[config.mk]
export PLATFORM = sky130hd
export DESIGN_NAME = alu_seq
export DESIGN_NICKNAME = d
export VERILOG_FILES = /design/src/rtl/alu_pkg.sv /design/src/rtl/alu_seq_muldiv.sv /design/src/rtl/alu_seq.sv
export SDC_FILE = /design/constraint.sdc
export NUM_CORES = 1
export LEC_CHECK = 0
export CAP_MARGIN = 40
export CELL_PAD_IN_SITES_DETAIL_PLACEMENT = 1
export CELL_PAD_IN_SITES_GLOBAL_PLACEMENT = 1
export CORE_ASPECT_RATIO = 0.5
export CORE_MARGIN = 5
export CORE_UTILIZATION = 43
export CTS_CLUSTER_SIZE = 28
export DETAILED_ROUTE_END_ITERATION = 16
export GPL_TIMING_DRIVEN = 0
export PLACE_DENSITY_LB_ADDON = 0.1
export SETUP_SLACK_MARGIN = 0.2
export SLEW_MARGIN = 20
export SYNTH_ARGS = -nofsm -noshare
export SYNTH_HDL_FRONTEND = slang
export SYNTH_SLANG_ARGS = --single-unit
[constraint.sdc]
create_clock -name i_clk -period 2.2 [get_ports i_clk]
set_input_delay 0.44 -clock i_clk [delete_from_list [all_inputs] [get_ports i_clk]]
set_output_delay 0.44 -clock i_clk [all_outputs]
set_load 0.05 [all_outputs]
[src/rtl/alu_pkg.sv]
// Shared opcode and FSM state encodings for alu_seq.
// S_BUSY exists only when ALU_SEQ_MULDIV_EN is defined.
package alu_pkg;

    localparam logic [3:0] OP_ADD  = 4'h0;
    localparam logic [3:0] OP_SUB  = 4'h1;
    localparam logic [3:0] OP_AND  = 4'h2;
    localparam logic [3:0] OP_OR   = 4'h3;
    localparam logic [3:0] OP_XOR  = 4'h4;
    localparam logic [3:0] OP_SLL  = 4'h5;
    localparam logic [3:0] OP_SRL  = 4'h6;
    localparam logic [3:0] OP_SRA  = 4'h7;
    localparam logic [3:0] OP_SLT  = 4'h8;
    localparam logic [3:0] OP_SLTU = 4'h9;
    localparam logic [3:0] OP_SEP  = 4'hA;
    localparam logic [3:0] OP_MUL  = 4'hB;
    localparam logic [3:0] OP_DIVU = 4'hC;
    localparam logic [3:0] OP_REMU = 4'hD;

    typedef enum logic [1:0] {
        S_IDLE = 2'd0,
`ifdef ALU_SEQ_MULDIV_EN
        S_BUSY = 2'd1,
`endif
        S_DONE = 2'd2
    } state_t;

endpackage

[src/rtl/alu_seq_muldiv.sv]
// Iterative unit: shift-add MUL, restoring DIVU/REMU, one bit per cycle.
// Present only when ALU_SEQ_MULDIV_EN is defined.
`ifdef ALU_SEQ_MULDIV_EN
module alu_seq_muldiv
    import alu_pkg::*;
#(
    parameter int WIDTH = 16
) (
    input  logic             i_clk,
    input  logic             i_rst_n,
    input  logic             start,
    input  logic [3:0]       op,
    input  logic [WIDTH-1:0] a,
    input  logic [WIDTH-1:0] b,
    output logic             done,
    output logic [WIDTH-1:0] result,
    output logic             carry,
    output logic             divzero
);

    localparam int CW = $clog2(WIDTH);

    logic             busy_q;
    logic [CW-1:0]    cnt_q;
    logic             mul_q;
    logic             rem_q;
    logic [WIDTH-1:0] hi_q, lo_q, opa_q;
    logic [WIDTH-1:0] hi_d, lo_d;
    logic [WIDTH:0]   madd;
    logic [WIDTH:0]   shl;
    logic             ge;

    // hi:lo is the product (MUL) or remainder:quotient (DIV/REM)
    always_comb begin
        madd = {1'b0, hi_q} + ({(WIDTH+1){lo_q[0]}} & {1'b0, opa_q});
        shl  = {hi_q, lo_q[WIDTH-1]};
        ge   = (shl >= {1'b0, opa_q});
        if (mul_q) begin
            hi_d = madd[WIDTH:1];
            lo_d = {madd[0], lo_q[WIDTH-1:1]};
        end else begin
            hi_d = ge ? (shl[WIDTH-1:0] - opa_q) : shl[WIDTH-1:0];
            lo_d = {lo_q[WIDTH-2:0], ge};
        end
    end

    assign done    = busy_q && (cnt_q == CW'(WIDTH - 1));
    assign result  = (!mul_q && rem_q) ? hi_d : lo_d;
    assign carry   = mul_q && (hi_d != '0);
    assign divzero = !mul_q && (opa_q == '0);

    always_ff @(posedge i_clk or negedge i_rst_n) begin
        if (!i_rst_n) begin
            busy_q <= 1'b0;
            cnt_q  <= '0;
            mul_q  <= 1'b0;
            rem_q  <= 1'b0;
            hi_q   <= '0;
            lo_q   <= '0;
            opa_q  <= '0;
        end else if (start) begin
            busy_q <= 1'b1;
            cnt_q  <= '0;
            mul_q  <= (op == OP_MUL);
            rem_q  <= (op == OP_REMU);
            hi_q   <= '0;
            lo_q   <= (op == OP_MUL) ? b : a;
            opa_q  <= (op == OP_MUL) ? a : b;
        end else if (busy_q) begin
            hi_q  <= hi_d;
            lo_q  <= lo_d;
            cnt_q <= cnt_q + CW'(1);
            if (done) busy_q <= 1'b0;
        end
    end

endmodule
`endif

[src/rtl/alu_seq.sv]
// Sequential ALU with valid/ready handshakes and registered result/flags.
// Define ALU_SEQ_MULDIV_EN to add iterative MUL/DIVU/REMU.
module alu_seq
    import alu_pkg::*;
#(
    parameter int WIDTH = 16
) (
    input  logic             i_clk,
    input  logic             i_rst_n,
    input  logic             i_valid,
    output logic             o_ready,
    input  logic [3:0]       i_opcode,
    input  logic [WIDTH-1:0] i_wordA,
    input  logic [WIDTH-1:0] i_wordB,
    output logic             o_valid,
    input  logic             i_ready,
    output logic [WIDTH-1:0] o_result,
    output logic             o_flag_zero,
    output logic             o_flag_sign,
    output logic             o_flag_overflow,
    output logic             o_flag_carry,
    output logic             o_flag_divzero
);

    localparam int SHW = $clog2(WIDTH);

    typedef struct packed {
        logic [WIDTH-1:0] result;
        logic             zero;
        logic             sign;
        logic             ovf;
        logic             carry;
        logic             divz;
    } res_t;

    state_t         state_q, state_d;
    res_t           res_q, res_d, alu_r;
    logic           load;
    logic [WIDTH:0] sum, dif;
    logic [SHW-1:0] shamt;
    logic           msb_a, msb_b;

    assign shamt = i_wordB[SHW-1:0];
    assign sum   = {1'b0, i_wordA} + {1'b0, i_wordB};
    assign dif   = {1'b0, i_wordA} - {1'b0, i_wordB};
    assign msb_a = i_wordA[WIDTH-1];
    assign msb_b = i_wordB[WIDTH-1];

`ifdef ALU_SEQ_MULDIV_EN
    logic             md_start, md_done, md_carry, md_divz, is_md;
    logic [WIDTH-1:0] md_result;
    res_t             md_r;

    assign is_md = (i_opcode == OP_MUL) || (i_opcode == OP_DIVU)
                || (i_opcode == OP_REMU);

    alu_seq_muldiv #(.WIDTH(WIDTH)) u_muldiv (
        .i_clk   (i_clk),
        .i_rst_n (i_rst_n),
        .start   (md_start),
        .op      (i_opcode),
        .a       (i_wordA),
        .b       (i_wordB),
        .done    (md_done),
        .result  (md_result),
        .carry   (md_carry),
        .divzero (md_divz)
    );

    always_comb begin
        md_r        = '0;
        md_r.result = md_result;
        md_r.carry  = md_carry;
        md_r.divz   = md_divz;
    end
`endif

    // Single-cycle datapath; zero/sign are filled in from the chosen result
    always_comb begin
        alu_r = '0;
        unique case (i_opcode)
            OP_ADD: begin
                alu_r.result = sum[WIDTH-1:0];
                alu_r.carry  = sum[WIDTH];
                alu_r.ovf    = (msb_a == msb_b) && (sum[WIDTH-1] != msb_a);
            end
            OP_SUB: begin
                alu_r.result = dif[WIDTH-1:0];
                alu_r.carry  = dif[WIDTH];
                alu_r.ovf    = (msb_a != msb_b) && (dif[WIDTH-1] != msb_a);
            end
            OP_AND:  alu_r.result = i_wordA & i_wordB;
            OP_OR:   alu_r.result = i_wordA | i_wordB;
            OP_XOR:  alu_r.result = i_wordA ^ i_wordB;
            OP_SLL:  alu_r.result = i_wordA << shamt;
            OP_SRL:  alu_r.result = i_wordA >> shamt;
            OP_SRA:  alu_r.result = $unsigned($signed(i_wordA) >>> shamt);
            OP_SLT:  alu_r.result[0] = $signed(i_wordA) < $signed(i_wordB);
            OP_SLTU: alu_r.result[0] = i_wordA < i_wordB;
            OP_SEP:  alu_r.result[0] = ^i_wordA;
            OP_MUL, OP_DIVU, OP_REMU: alu_r = '0;
            default: alu_r = '0;
        endcase
    end

    always_comb begin
        state_d = state_q;
        load    = 1'b0;
        res_d   = alu_r;
`ifdef ALU_SEQ_MULDIV_EN
        md_start = 1'b0;
`endif
        case (state_q)
            S_IDLE: begin
                if (i_valid) begin
`ifdef ALU_SEQ_MULDIV_EN
                    if (is_md) begin
                        state_d  = S_BUSY;
                        md_start = 1'b1;
                    end else begin
                        state_d = S_DONE;
                        load    = 1'b1;
                    end
`else
                    state_d = S_DONE;
                    load    = 1'b1;
`endif
                end
            end
`ifdef ALU_SEQ_MULDIV_EN
            S_BUSY: begin
                res_d = md_r;
                if (md_done) begin
                    state_d = S_DONE;
                    load    = 1'b1;
                end
            end
`endif
            S_DONE: begin
                if (i_ready) state_d = S_IDLE;
            end
            default: state_d = S_IDLE;
        endcase
        res_d.zero = (res_d.result == '0);
        res_d.sign = res_d.result[WIDTH-1];
    end

    always_ff @(posedge i_clk or negedge i_rst_n) begin
        if (!i_rst_n) begin
            state_q <= S_IDLE;
            res_q   <= '0;
        end else begin
            state_q <= state_d;
            if (load) res_q <= res_d;
        end
    end

    assign o_ready         = (state_q == S_IDLE);
    assign o_valid         = (state_q == S_DONE);
    assign o_result        = res_q.result;
    assign o_flag_zero     = res_q.zero;
    assign o_flag_sign     = res_q.sign;
    assign o_flag_overflow = res_q.ovf;
    assign o_flag_carry    = res_q.carry;
    assign o_flag_divzero  = res_q.divz;

endmodule

==> metrics.txt, run 1 <==
# TYPE chip_impl_metric gauge
chip_impl_metric{name="gr-usage-met1",unit="%"} 51.6
chip_impl_info{name="most_numerous_cell_in_the_yosys_netlist",value="ha_1"} 1
chip_impl_metric{name="synth_cell_type_count",unit=""} 90
chip_impl_metric{name="drt.antenna.violating_nets",unit=""} 0
chip_impl_metric{name="final_cell_count_no_fill",unit=""} 1041
chip_impl_metric{name="grt_max_degree",unit=""} 18
chip_impl_metric{name="power_report.internal_total",unit="mW"} 1.80
chip_impl_metric{name="area.growth.synth_to_final",unit="%"} 55.4
chip_impl_metric{name="totalWireLength",unit="um"} 35400
chip_impl_metric{name="critPathArrivalTime",unit="ns"} 3.70
chip_impl_info{name="ys_top_cells_by_area",value="ha_1 12%, dfrtp_1 9.2%, mux4_2 7.0%"} 1
chip_impl_info{name="timing_worst_setup_path_type",value="in2reg"} 1
chip_impl_metric{name="fin_tns_setup",unit="ns"} -15.95
chip_impl_metric{name="clkSinkCount",unit=""} 20
chip_impl_metric{name="yosysSeqAreaShare",unit="%"} 9.20
chip_impl_metric{name="worstMarginPinSlew",unit="ns"} 0.776
chip_impl_metric{name="synthArstFlopShare",unit="%"} 100
chip_impl_metric{name="die_area",unit="um2"} 15100
chip_impl_metric{name="global_routing_met2_resource_utilization",unit="%"} 67.3
chip_impl_metric{name="power_density",unit="nW/um2"} 439
chip_impl_metric{name="p_leak",unit="nW"} 3.44
chip_impl_metric{name="fin_worst_skew",unit="ns"} 0.00158
chip_impl_metric{name="hold_ws",unit="ns"} 0.406
chip_impl_metric{name="floorplan.initialDensity",unit="%"} 43.5
chip_impl_metric{name="drt-wirelength-per-cell",unit="um"} 34.0
chip_impl_info{name="grt.busiest_layer",value="met2"} 1
chip_impl_metric{name="rows",unit=""} 29
chip_impl_metric{name="htree_num_levels",unit=""} 1
chip_impl_metric{name="net_sw_power",unit="mW"} 1.91
chip_impl_info{name="violated_checks",value="setup timing"} 1
chip_impl_metric{name="number_of_synthesized_flops_with_an_enable_pin",unit=""} 0
chip_impl_metric{name="post-route-min-period",unit="ns"} 3.51
chip_impl_metric{name="core-area",unit="um2"} 12500
chip_impl_metric{name="yosysWarnings",unit=""} 0
chip_impl_info{name="yosys_most_used_dff",value="dfrtp_1"} 1
chip_impl_metric{name="p_seq_share",unit="%"} 13.5
chip_impl_metric{name="p_clk_share",unit="%"} 9.6
chip_impl_metric{name="grt_pass1_wl",unit="um"} 47300
chip_impl_metric{name="final-hold-violation-count",unit=""} 0
chip_impl_metric{name="number_of_antenna_violations_at_the_first_check_in_global_routing",unit=""} 0
chip_impl_metric{name="combined_global_route_utilization_of_all_metal_layers",unit="%"} 41.1
chip_impl_metric{name="fin_total_pwr",unit="mW"} 3.71
chip_impl_metric{name="syn_area_per_cell",unit="um2"} 7.61
chip_impl_metric{name="synth_seq_cells",unit=""} 20
chip_impl_metric{name="worstRegToRegCells",unit=""} 10
chip_impl_info{name="cell_at_the_root_of_the_clock_tree",value="clkbuf_16"} 1
chip_impl_info{name="tritoncts",value="yes"} 1
chip_impl_info{name="startpoint_type",value="primary input"} 1
chip_impl_info{name="yosysTopAreaCell",value="ha_1"} 1
chip_impl_metric{name="power_switching_share",unit="%"} 51.4
chip_impl_metric{name="cp_max_fo",unit=""} 4
chip_impl_info{name="result_of_the_run",value="complete, but fails checks"} 1
chip_impl_metric{name="worstPathRequired",unit="ns"} 2.38
chip_impl_metric{name="fmax",unit="GHz"} 0.285
chip_impl_metric{name="firstDrtPassIters",unit=""} 6
chip_impl_metric{name="setup.reg_to_reg.worst_slack",unit="ns"} -0.47
chip_impl_info{name="end_kind",value="flip-flop"} 1
chip_impl_metric{name="synthesis.nets",unit=""} 811
chip_impl_metric{name="dpl.cell_count",unit=""} 948
chip_impl_metric{name="synthesis.instances",unit=""} 715
chip_impl_metric{name="fill_cell_instance_count_of_the_final_layout",unit=""} 1412
chip_impl_metric{name="place.gp.congestion",unit=""} 1.04
chip_impl_info{name="holdCritPathClass",value="in2async"} 1
chip_impl_info{name="setup_repair_after_global_routing_missed_its_margin",value="true"} 1
chip_impl_metric{name="drt_first_iter_violations",unit=""} 1238
chip_impl_metric{name="layout_net_count",unit=""} 969
chip_impl_metric{name="first_global_vias",unit=""} 7457
chip_impl_metric{name="pwr-share-comb",unit="%"} 76.9
chip_impl_metric{name="total_i_o_pin_count",unit=""} 63
chip_impl_info{name="rr_endpoint",value="o_flag_zero$_DFFE_PN0P_"} 1
chip_impl_metric{name="die_w",unit="um"} 169
chip_impl_metric{name="worst_ir_drop_on_vdd",unit="V"} 0.000650
chip_impl_metric{name="final_design_area_no_fill",unit="um2"} 8450
chip_impl_metric{name="port_buffers",unit=""} 60
chip_impl_metric{name="path_clk_slew",unit="ns"} 0.05
chip_impl_metric{name="drv.max_cap_violation_count",unit=""} 0
chip_impl_metric{name="diode_insertion_count_for_antenna_repair",unit=""} 0
chip_impl_metric{name="setup_violations",unit=""} 19
chip_impl_metric{name="slew_violations",unit=""} 0
chip_impl_info{name="netlist_top_cells_count",value="54 x ha_1, 53 x nor2_1, 50 x nand2_1, 49 x inv_1, 47 x o21ai_0"} 1
chip_impl_metric{name="die_height",unit="um"} 89.5
chip_impl_metric{name="clkLatencyLatePin",unit="ns"} 0.25
chip_impl_metric{name="postPlaceCellArea",unit="um2"} 6490
chip_impl_info{name="timing.rr.start",value="state_q[1]$_DFFE_PN0P_"} 1
chip_impl_metric{name="post-route-worst-setup-slack",unit="ns"} -1.31
chip_impl_metric{name="cts_max_path_buffers",unit=""} 2
chip_impl_metric{name="period_share",unit="%"} 160
chip_impl_metric{name="grtUsageMet3",unit="%"} 10.4
chip_impl_metric{name="post_synth_instance_area",unit="um2"} 5440
chip_impl_metric{name="cts_inserted_buffers",unit=""} 3
chip_impl_metric{name="hpwl_after_detailed_placement",unit="um"} 20100
chip_impl_metric{name="viasPerCell",unit=""} 7.50
chip_impl_metric{name="post-synth-top-area-fraction",unit="%"} 12.4
chip_impl_metric{name="grt_remaining_overflow",unit=""} 0
chip_impl_metric{name="cts_hold_buffers",unit=""} 0
chip_impl_metric{name="maxSlewHeadroom",unit="%"} 48.2
chip_impl_metric{name="drcViolationCount",unit=""} 0
chip_impl_metric{name="layout-drive-gt1-share",unit="%"} 41.0
chip_impl_metric{name="vias",unit=""} 7807
-- repair_timing --
action,CTS,global route
setup endpoints to repair,19,20
setup buffers,73,17
hold endpoints to repair,0,0
pin swaps,55,27
gates resized for setup,334,55
-- metal layers --
layer | vias up | part of all wire (%)
li1 | 3016 | -
met1 | 3714 | 37
met2 | 789 | 41
met3 | 288 | 14
met4 | 0 | 8.0
met5 | - | 0
-- stage by stage --
step | utilization [%] | worst slack (ns)
2_1_floorplan | - | -0.885
5_1_grt | 67.5 | -1.31
4_1_cts | 64.8 | -1.02
3_5_place_dp | 51.8 | -2.43
3_3_place_gp | 51.5 | -2.37
6_report | 67.5 | -1.31
-- worst max-delay path, cell delays in order --
cell and delay, ns:
buf_8 0.08, buf_12 0.12, inv_16 0.03, clkbuf_16 0.14
buf_4 0.13, buf_6 0.12, ha_4 0.16, o21bai_4 0.22
a2111oi_4 0.53, o221ai_1 0.30, a221o_1 0.49, nor4_2 0.26
nand4_1 0.18, nor4b_2 0.28, a41o_1 0.20
-- registers in the layout, summed over array words and instances (netlist names) --
signal,flops
state_q,1
o_flag_overflow,1
o_result,16
o_flag_zero,1
o_flag_carry,1
-- kinds of logic (layout without fill, tap and decap cells) --
family	after synthesis	after routing	synth area share [%]
other	1	1	0.0689
flip-flops	20	20	9.20
buffers and inverters	117	273	9.27
XOR/XNOR	21	21	3.38
adder cells (fa/ha/maj)	56	56	13.2
AO/OA/AOI/OAI	237	237	31.0
AND/OR/NAND/NOR	214	214	20.6
multiplexers	49	49	13.3
-- final cells by class --
class                           instances  area (um2)  share of cell area [%]
Tap cell                              170         213                    2.52
Buffer                                 67         648                    7.67
Sequential cell                        20         500                    5.92
Multi-Input combinational cell        578        5440                    64.3
Clock buffer                            3        75.1                   0.888
Timing Repair Buffer                  153        1350                    16.0
Inverter                               50         224                    2.65
-- worst max-delay path by stage --
| stage | start | end | slack, ns | cells after the start |
|---|---|---|---|---|
| 2_1_floorplan | i_wordB[2] | o_flag_zero$_DFFE_PN0P_ | -0.89 | 13 |
| 3_3_place_gp | i_opcode[1] | o_flag_zero$_DFFE_PN0P_ | -2.37 | 11 |
| 3_5_place_dp | i_wordB[3] | o_flag_zero$_DFFE_PN0P_ | -2.43 | 14 |
| 4_1_cts | i_wordB[1] | o_flag_zero$_DFFE_PN0P_ | -1.02 | 13 |
| 5_1_grt | i_wordB[8] | o_flag_zero$_DFFE_PN0P_ | -1.31 | 12 |
| 6_report | i_wordB[1] | o_flag_zero$_DFFE_PN0P_ | -1.31 | 15 |
-- placed cells by master, fill, tap and decap left out, types with 7 or more instances in the layout --
cell,synthesis,routed
buf_4,2,85
nand2_1,50,49
nor2_1,53,47
ha_1,54,42
inv_1,49,37
clkdlybuf4s50_1,0,32
buf_6,5,26
a21oi_1,37,25
o21ai_0,47,23
dfrtp_1,20,20
xnor2_1,19,18
mux2i_1,19,17
mux4_2,17,17
o21ai_1,3,14
clkbuf_2,1,13
clkbuf_8,0,12
nor3_1,17,12
o21ai_2,0,12
o211ai_1,11,11
dlygate4sd2_1,0,11
clkbuf_1,43,10
a21oi_2,0,10
nand3_1,12,10
ha_4,0,10
mux2_2,11,9
a311oi_2,0,9
a211oi_2,1,8
a22oi_1,9,8
o22ai_1,10,8
inv_2,1,7
nand2b_1,7,7
buf_2,15,7
and3_1,8,7
nor2b_1,14,7
a211oi_1,17,7
-- power groups by stage --
stage          Sequential [mW]  Combinational, mW  Clock (mW)
2_1_floorplan            0.787               1.03           0
3_3_place_gp             0.496               1.96           0
3_5_place_dp             0.501               2.00           0
4_1_cts                  0.500               2.46       0.356
5_1_grt                  0.510               2.89       0.371
6_report                 0.500               2.86       0.357
No activity file was read; power rests on OpenSTA's default activity.
==> inputs of run 2 (changes only) <==
Settings changed: CAP_MARGIN 40 to 20, MAX_ROUTING_LAYER set to met4, TNS_END_PERCENT set to 1.
==> metrics.txt, run 2 (same netlist as run 1, synthesis figures left out) <==
# TYPE chip_impl_metric gauge
chip_impl_metric{name="clkSinkCount",unit=""} 20
chip_impl_metric{name="setup.reg_to_reg.worst_slack",unit="ns"} -0.45
chip_impl_metric{name="hpwl_after_detailed_placement",unit="um"} 20700
chip_impl_metric{name="critical_path_cell_count",unit=""} 17
chip_impl_metric{name="grt_pass1_wl",unit="um"} 43300
chip_impl_metric{name="die_w",unit="um"} 169
chip_impl_info{name="setup_repair_after_global_routing_missed_its_margin",value="true"} 1
chip_impl_info{name="cpMaxStageDelayCell",value="a211oi_2"} 1
chip_impl_metric{name="floorplan.initialDensity",unit="%"} 43.5
chip_impl_info{name="critPathLaunch",value="i_wordB[2]"} 1
chip_impl_metric{name="number_of_antenna_violations_at_the_first_check_in_global_routing",unit=""} 0
chip_impl_metric{name="area.growth.synth_to_final",unit="%"} 41.4
chip_impl_metric{name="drcViolationCount",unit=""} 0
chip_impl_info{name="result_of_the_run",value="complete, but fails checks"} 1
chip_impl_info{name="rr_endpoint",value="o_flag_zero$_DFFE_PN0P_"} 1
chip_impl_metric{name="final-hold-violation-count",unit=""} 0
chip_impl_metric{name="cp_max_fo",unit=""} 6
chip_impl_info{name="violated_checks",value="setup timing"} 1
chip_impl_metric{name="layout-drive-gt1-share",unit="%"} 31.5
chip_impl_metric{name="viasPerCell",unit=""} 7.01
chip_impl_metric{name="period_share",unit="%"} 153
chip_impl_info{name="timing_worst_setup_path_type",value="in2reg"} 1
chip_impl_metric{name="htree_num_levels",unit=""} 1
chip_impl_metric{name="cp.buffers_inverters",unit=""} 7
chip_impl_metric{name="drt-wirelength-per-cell",unit="um"} 30.1
chip_impl_metric{name="firstDrtPassIters",unit=""} 5
chip_impl_metric{name="post-route-worst-setup-slack",unit="ns"} -1.17
chip_impl_metric{name="grt_max_degree",unit=""} 21
chip_impl_metric{name="setup_violations",unit=""} 19
chip_impl_metric{name="first_global_vias",unit=""} 7075
chip_impl_metric{name="worstMarginPinSlew",unit="ns"} 0.858
chip_impl_metric{name="fill_cell_instance_count_of_the_final_layout",unit=""} 1480
chip_impl_info{name="timing.rr.start",value="state_q[1]$_DFFE_PN0P_"} 1
chip_impl_metric{name="dpl.cell_count",unit=""} 946
chip_impl_metric{name="place.gp.congestion",unit=""} 0.993
chip_impl_metric{name="total_i_o_pin_count",unit=""} 63
chip_impl_metric{name="diode_insertion_count_for_antenna_repair",unit=""} 0
chip_impl_metric{name="final_cell_count_no_fill",unit=""} 1004
chip_impl_metric{name="postLayoutCoreUtil",unit="%"} 61.4
chip_impl_info{name="final_cell_mix",value="62 x buf_4, 50 x nor2_1, 49 x nand2_1, 46 x ha_1, 43 x inv_1"} 1
chip_impl_metric{name="power_density",unit="nW/um2"} 439
chip_impl_metric{name="final_design_area_no_fill",unit="um2"} 7690
chip_impl_metric{name="fmax",unit="GHz"} 0.297
chip_impl_metric{name="die_area",unit="um2"} 15100
chip_impl_metric{name="largest_register_ffs",unit=""} 16
chip_impl_info{name="holdCritPathClass",value="reg2reg"} 1
chip_impl_metric{name="worst_ir_drop_on_vdd",unit="V"} 0.000656
chip_impl_metric{name="drt_first_iter_violations",unit=""} 896
chip_impl_info{name="timing.critical_path.cells",value="buf_6 > buf_6 > inv_6 > clkbuf_16 > ha_4 > buf_8 > buf_4 > a211oi_4 > buf_4 > o21bai_1 > a21oi_1 > nor3_1 > o21ai_0 > a211oi_2 > nand4_1 > nor4b_2 > a41o_1"} 1
chip_impl_metric{name="critPathArrivalTime",unit="ns"} 3.56
chip_impl_metric{name="layout_net_count",unit=""} 931
chip_impl_metric{name="combined_global_route_utilization_of_all_metal_layers",unit="%"} 38.9
chip_impl_metric{name="fin_worst_skew",unit="ns"} 0.000590
chip_impl_metric{name="port_buffers",unit=""} 60
chip_impl_metric{name="p_leak",unit="nW"} 3.14
chip_impl_metric{name="grt_remaining_overflow",unit=""} 0
chip_impl_info{name="end_kind",value="flip-flop"} 1
chip_impl_metric{name="hold_ws",unit="ns"} 0.477
chip_impl_metric{name="drv.max_cap_violation_count",unit=""} 0
chip_impl_info{name="startpoint_type",value="primary input"} 1
chip_impl_metric{name="slew_violations",unit=""} 0
chip_impl_metric{name="postPlaceCellArea",unit="um2"} 6410
chip_impl_info{name="crit_family",value="compound AO/OA/AOI/OAI gates"} 1
chip_impl_info{name="cell_at_the_root_of_the_clock_tree",value="clkbuf_16"} 1
chip_impl_info{name="tritoncts",value="yes"} 1
chip_impl_metric{name="worst_hold_path.num_cells",unit=""} 2
chip_impl_metric{name="maxSlewHeadroom",unit="%"} 42.6
chip_impl_metric{name="path_clk_slew",unit="ns"} 0.05
chip_impl_metric{name="worstPathRequired",unit="ns"} 2.39
chip_impl_metric{name="fin_total_pwr",unit="mW"} 3.38
chip_impl_metric{name="drt.antenna.violating_nets",unit=""} 0
chip_impl_metric{name="totalWireLength",unit="um"} 30300
chip_impl_metric{name="critical_path.max_stage_delay",unit="ns"} 0.41
chip_impl_info{name="timing.critical_path.to",value="o_flag_zero$_DFFE_PN0P_"} 1
chip_impl_metric{name="core-area",unit="um2"} 12500
chip_impl_metric{name="vias",unit=""} 7040
chip_impl_metric{name="clkLatencyLatePin",unit="ns"} 0.25
chip_impl_metric{name="cts_max_path_buffers",unit=""} 2
chip_impl_metric{name="worstRegToRegCells",unit=""} 10
chip_impl_metric{name="cts_inserted_buffers",unit=""} 3
chip_impl_info{name="final_common_cell",value="buf_4"} 1
chip_impl_metric{name="rows",unit=""} 29
chip_impl_metric{name="die_height",unit="um"} 89.5
chip_impl_metric{name="post-route-min-period",unit="ns"} 3.37
run 2: worst min path at each step:
stage,end,slack (ns),start
final,o_result[3]$_DFFE_PN0P_,0.48,o_result[3]$_DFFE_PN0P_
after global routing,o_result[3]$_DFFE_PN0P_,0.53,o_result[3]$_DFFE_PN0P_
after CTS,o_result[3]$_DFFE_PN0P_,0.49,o_result[3]$_DFFE_PN0P_
after detailed placement,o_result[3]$_DFFE_PN0P_,0.47,o_result[3]$_DFFE_PN0P_
after global placement,o_result[7]$_DFFE_PN0P_,0.46,o_result[7]$_DFFE_PN0P_
after floorplan,o_flag_carry$_DFFE_PN0P_,0.14,i_rst_n
run 2: power breakdown:
| group | leakage (nW) | internal, mW | total (mW) | switching, mW |
|---|---|---|---|---|
| registers | 0.254 | 0.450 | 0.502 | 0.0517 |
| clock network | 0.0442 | 0.277 | 0.408 | 0.131 |
| logic | 2.84 | 0.947 | 2.47 | 1.52 |
run 2: final cells by class:
class,count,area [um2],area share [%]
Buffer,67,588,7.64
Clock buffer,4,88.8,1.15
Inverter,50,215,2.80
Multi-Input combinational cell,578,5060,65.8
Sequential cell,20,500,6.51
Tap cell,170,213,2.77
Timing Repair Buffer,115,1020,13.3
run 2: tightest hold or removal path: cells and delay by family, from the launching register on:
family           cells  cell delay (ns)
AND/OR/NAND/NOR      1             0.04
flip-flops           1             0.34
AO/OA/AOI/OAI        1             0.06
run 2: metal layers:
metal	share of wire, %	GRT usage [%]	vias to the layer above
li1	-	-	2926
met1	39	49.6	3422
met2	44	61.8	560
met3	13	8.48	132
met4	4.2	13.7	0
met5	0	-	-
run 2: metrics by stage:
stage / worst slack [ns] / TNS (ns)
after global placement: -2.44 / -34.58
after CTS: -1.13 / -13.64
final: -1.17 / -14.77
after global routing: -1.23 / -15.70
after detailed placement: -2.50 / -35.35
after floorplan: -0.890 / -8.43
run 2: timing repair:
action | 4_1_cts | 5_1_grt
hold buffers | 0 | 0
endpoints found under the setup margin | 19 | 21
buffers inserted | 39 | 15
pin swaps | 31 | 25
gates resized for setup | 218 | 66
